==> src/rtl/rv32_fetch_stage.sv <==
// RV32 instruction fetch stage: credit-limited request issue, in-order address
// tracking, 2-entry output FIFO toward decode and branch redirect with response draining.
module rv32_fetch_stage #(
   parameter logic [31:0] RESET_PC = 32'h0000_0000
) (
   input  logic        clk,
   input  logic        resetn,
   output logic        imem_req_valid,
   output logic [31:0] imem_req_addr,
   input  logic        imem_req_ready,
   input  logic        imem_rsp_valid,
   input  logic [31:0] imem_rsp_data,
   input  logic        do_branch,
   input  logic [31:0] branch_target,
   output logic        out_valid,
   output logic [31:0] out_instr,
   output logic [31:0] out_pc,
   input  logic        dec_ready
);

   typedef enum logic {BOOT, FETCH} state_t;

   state_t      state;
   logic [31:0] pc;
   logic [1:0]  outstanding;
   logic [1:0]  drop_count;

   logic [31:0] aq_addr [2];
   logic        aq_wr;
   logic        aq_rd;

   logic [31:0] fq_instr [2];
   logic [31:0] fq_pc [2];
   logic        fq_wr;
   logic        fq_rd;
   logic [1:0]  fq_count;

   logic        credit;
   logic        issue;
   logic        rsp_keep;
   logic        fq_pop;
   logic [1:0]  outstanding_after_rsp;
   logic        unused_target_bits;

   assign unused_target_bits = ^branch_target[1:0];

   // At most two words may be in flight or buffered, so a kept response always finds room.
   assign credit         = ({1'b0, outstanding} + {1'b0, fq_count}) < 3'd2;
   assign imem_req_valid = (state == FETCH) && !do_branch && credit;
   assign imem_req_addr  = pc;
   assign issue          = imem_req_valid && imem_req_ready;

   assign rsp_keep = imem_rsp_valid && !do_branch && (drop_count == 2'd0);
   assign fq_pop   = out_valid && dec_ready && !do_branch;

   assign outstanding_after_rsp = outstanding - {1'b0, imem_rsp_valid};

   assign out_valid = (fq_count != 2'd0);
   assign out_instr = out_valid ? fq_instr[fq_rd] : 32'h0;
   assign out_pc    = out_valid ? fq_pc[fq_rd]    : 32'h0;

   always_ff @(posedge clk or negedge resetn) begin
      if (!resetn) begin
         state       <= BOOT;
         pc          <= RESET_PC;
         outstanding <= 2'd0;
         drop_count  <= 2'd0;
         aq_wr       <= 1'b0;
         aq_rd       <= 1'b0;
         fq_wr       <= 1'b0;
         fq_rd       <= 1'b0;
         fq_count    <= 2'd0;
      end else begin
         state <= FETCH;

         if (do_branch)
            pc <= {branch_target[31:2], 2'b00};
         else if (issue)
            pc <= pc + 32'd4;

         if (issue)
            aq_wr <= ~aq_wr;
         if (imem_rsp_valid)
            aq_rd <= ~aq_rd;
         outstanding <= outstanding_after_rsp + {1'b0, issue};

         // Everything still in flight after this cycle's response belongs to the old path.
         if (do_branch)
            drop_count <= outstanding_after_rsp;
         else if (imem_rsp_valid && (drop_count != 2'd0))
            drop_count <= drop_count - 2'd1;

         if (do_branch) begin
            fq_wr    <= 1'b0;
            fq_rd    <= 1'b0;
            fq_count <= 2'd0;
         end else begin
            if (rsp_keep)
               fq_wr <= ~fq_wr;
            if (fq_pop)
               fq_rd <= ~fq_rd;
            fq_count <= fq_count + {1'b0, rsp_keep} - {1'b0, fq_pop};
         end
      end
   end

   always_ff @(posedge clk) begin
      if (issue)
         aq_addr[aq_wr] <= pc;
      if (rsp_keep) begin
         fq_instr[fq_wr] <= imem_rsp_data;
         fq_pc[fq_wr]    <= aq_addr[aq_rd];
      end
   end

endmodule

==> config.mk <==
export PLATFORM = sky130hd
export DESIGN_NAME = rv32_fetch_stage
export DESIGN_NICKNAME = d
export VERILOG_FILES = /design/src/rtl/rv32_fetch_stage.sv
export SDC_FILE = /design/constraint.sdc
export NUM_CORES = 1
export LEC_CHECK = 0
export ABC_CLOCK_PERIOD_IN_PS = 4400
export CAP_MARGIN = 10
export CORE_MARGIN = 2
export CORE_UTILIZATION = 30
export CTS_CLUSTER_DIAMETER = 50
export DETAILED_ROUTE_END_ITERATION = 8
export RECOVER_POWER = 100
export SYNTH_ARGS = -nofsm -noshare
export SYNTH_HDL_FRONTEND = slang
export SYNTH_SLANG_ARGS = --single-unit
==> constraint.sdc <==
create_clock -name clk -period 4.4 [get_ports clk]
set_input_delay 1.32 -clock clk [delete_from_list [all_inputs] [get_ports clk]]
set_output_delay 1.32 -clock clk [all_outputs]
set_load 0.1 [all_outputs]
==> summary.txt <==
Worst setup path
  • R2r startpoint: fq_count[0]
  • R2r setup slk: 840 ps
  • Worst path depth: 3
  • CP Launch Type: input pin
  • Crit Reg-Reg Endpoint: aq_addr[0][31]
  • Worst setup path endpoint: imem_req_valid
  • Worst path top cell family by delay: buffers and inverters
  • Crit-path cells: dlygate4sd3_1, nor4b_1, buf_12
  • CP endpoint kind: primary output
  • CP max stage cell: dlygate4sd3_1
  • R2r worst-path depth: 5
  • Kind of critical path: in -> out
  • Critical path data required time: 3080 ps
  • Biggest cell delay along the critical path: 560 ps
  • Crit-path max FO: 2
  • CP Buf/Inv Count: 2
  • Crit path launch: do_branch
  • Critical Path AT: 2660 ps

Clock network
  • Clock latency on the worst-skew pair: 540 ps
  • Sink Count: 225
  • H-tree Lvls: 1
  • Hold_buf cts: 0
  • Setup bufs post-CTS: 0
  • Clock slew at reported path FFs: 50 ps
  • TritonCTS Buffers: 28
  • Post-cts resize count: 0
  • Clock buffer depth: 3
  • CTS tree: yes
  • Root buf cell: clkbuf_16

Placed design
  • Port bufs: 161
  • GPL Wtd Cong: 0.755
  • DP Cell Count: 1,164
  • DP Wirelength: 12.9 mm
  • Placed instance area: 11,200 µm²

Cells and area
  • Area of the multi-input gates: 2440 µm²
  • FF/Latch Area: 6550 µm²
  • Net count, final: 875
  • Ant diodes: 0
  • Syn-to-layout area delta: 30.0%
  • Fin area: 11,900 µm²
  • Layout cell share with drive strength beyond 1: 15.3%
  • Final Core Density: 39.3%
  • Non-Filler Instances: 1,214
  • Fill count: 2,844

Synthesis
  • Ys Warns: 0
  • Cell count after synthesis: 625
  • Yosys reg bits: 225
  • Post-synthesis sequential area ratio: 71.4%
  • Commonest cells post-synth: edfxtp_1 (184), nor2_1 (92), mux2i_1 (63)
  • Leading post-synthesis cells by cell area: edfxtp_1 (60%), dfrtp_1 (11%), mux2i_1 (6.9%)
  • Unique masters post-synth: 41
  • Ys async rst share: 18.2%
  • Cell type with the largest total area after synthesis: edfxtp_1
  • Top_reg_cell synth: edfxtp_1
  • Top-count cell post-synth: edfxtp_1
  • Mean cell area of the mapped netlist: 14.7 µm²
  • Post-Synthesis Cell Area: 9170 µm²
  • Post-synth top area share: 60.2%
  • Number of synthesized flops with an enable pin: 184

Floorplanning
  • FP Rows: 64
  • IO Pins: 168
  • Die X: 179 µm
  • Core footprint: 30,300 µm²
  • Chip height: 179 µm
  • Die area: 32,000 µm²
  • Initial Util: 30.2%

Power and ir drop
  • Pleak: 4.13 nW
  • Pwr per Cell Area: 593 nW/µm²
  • P_sw: 2.68 mW
  • Total Power: 7.07 mW
  • Switching share of power: 38.0%
  • Part of the power in registers: 38.5%
  • Max rail drop VDD: 292 µV
  • Comb power frac: 30.8%
  • P_int: 4.38 mW
  • Clock power frac: 30.8%

Routing
  • Routed vias: 5,593
  • Iter 0 DRT Violations: 368
  • Wire length per cell: 16.8 µm
  • M1 WL: 9.33 mm
  • Vias per cell: 4.61
  • DR top layer: met4
  • Routed Antenna Nets: 0
  • DR pass1 iterations: 6
  • Post-Route WL: 20.4 mm
  • Met3 WL: 1.26 mm
  • Met2 wire length: 9.44 mm
  • Post-route DRC violation count: 0

Global route
  • Initial antenna violation count: 0
  • Largest net degree at the start of global routing: 63
  • Global-route wire length before repair: 31.1 mm
  • GR Overflow Total: 0
  • Gr usage total: 12.6%
  • Vias in the first global route: 5,546

Worst hold path
  • HP Class: reg -> reg

Status
  • Status: finished, violations left
  • Failing checks: max-capacitance violations, max-slew violations

Timing
  • Min cycle time layout: 3980 ps
  • Worst slew margin: -26.4%
  • Final period util: 90.6%
  • Worst Tran Pin Value: 1900 ps
  • Clk_skew: 18.6 ps
  • Total negative slack: 0 ps
  • Final Hold Fails: 0
  • Final setup fails: 0
  • RSZ-0062 raised after global routing: no
  • F_max: 251 MHz
  • Slew Viols, Final: 189

Job
  • Max_cap viols: 4
## registers in the layout, summed over array words and instances (netlist names)
| signal | count |
|---|---|
| fq_instr | 64 |
| fq_pc | 60 |
| imem_req_addr | 30 |
| aq_rd | 1 |
| aq_wr | 1 |
| outstanding | 2 |
| fq_wr | 1 |
| fq_count | 2 |
| fq_rd | 1 |
| aq_addr | 60 |
| drop_count | 2 |
| state | 1 |
## metrics by stage
step / worst slack, ps / hold WS, ps
2_1_floorplan: -392 / 457
3_3_place_gp: 466 / 498
3_5_place_dp: 460 / 504
4_1_cts: 626 / 512
5_1_grt: 305 / 521
6_report: 415 / 494
## worst min-delay path by stage
stage | end | depth (start not counted) | start | slack (ps)
5_1_grt | aq_wr | 1 | aq_wr | 520
6_report | aq_wr | 1 | aq_wr | 490
4_1_cts | aq_wr | 1 | aq_wr | 510
2_1_floorplan | aq_wr | 1 | aq_wr | 460
3_3_place_gp | aq_wr | 1 | aq_wr | 500
3_5_place_dp | aq_wr | 1 | aq_wr | 500
## power by group through the flow
stage               clock network [mW]  registers, mW  logic (mW)
finish                            2.17           2.72        2.18
global route                      2.34           2.75        2.30
CTS                               2.24           2.72        2.28
detailed placement                   0           2.76        2.27
global placement                     0           2.75        2.26
floorplan                            0           2.88        1.56
## logic make-up after synthesis
group | Yosys count | synth area share, %
and+or+nand+nor | 181 | 9.49
other | 2 | 0.0819
xor gates and xnor gates | 17 | 1.62
DFF | 225 | 71.4
adders and majority gates | 7 | 1.04
AOI/OAI and AO/OA | 51 | 3.52
buffers and inverters | 49 | 2.26
muxes | 93 | 10.6
## placed cells by master, fill, tap and decap left out, types with 3 or more instances in the layout
cell type          n
or3_1              5
nor3_1             3
clkinv_1           3
mux2i_1           63
buf_4             53
clkbuf_2          19
and4_1             3
a31oi_1           18
mux2_1            24
nand4_1           12
clkbuf_1          15
or4_1             17
and3_1             3
ha_1               6
o21ai_0           15
xor2_1             7
xnor2_1           10
conb_1             5
nor2_4             3
dlygate4sd3_1     65
mux2_2             6
inv_1             12
dfrtp_1           40
edfxtp_1         184
inv_6              4
nor2_1            89
nor4_1             3
clkdlybuf4s50_1   31
nand3_1           13
nand2_1           22
o31ai_1           13
clkbuf_16         28
## per-layer routing
layer  up-vias  GRT usage (%)
li1       2686              -
met1      2739           17.4
met2       138           20.1
met3        30           2.61
met4         0           3.62
met5         -              0
## cell type report
| cell class | count | area share [%] |
|---|---|---|
| Timing Repair Buffer | 176 | 12.6 |
| Sequential cell | 225 | 54.9 |
| Clock buffer | 36 | 6.13 |
| Inverter | 13 | 0.409 |
| Tap cell | 396 | 4.15 |
| Clock inverter | 14 | 1.31 |
| Multi-Input combinational cell | 354 | 20.5 |
Note: power is estimated with default switching activity, not from simulation.
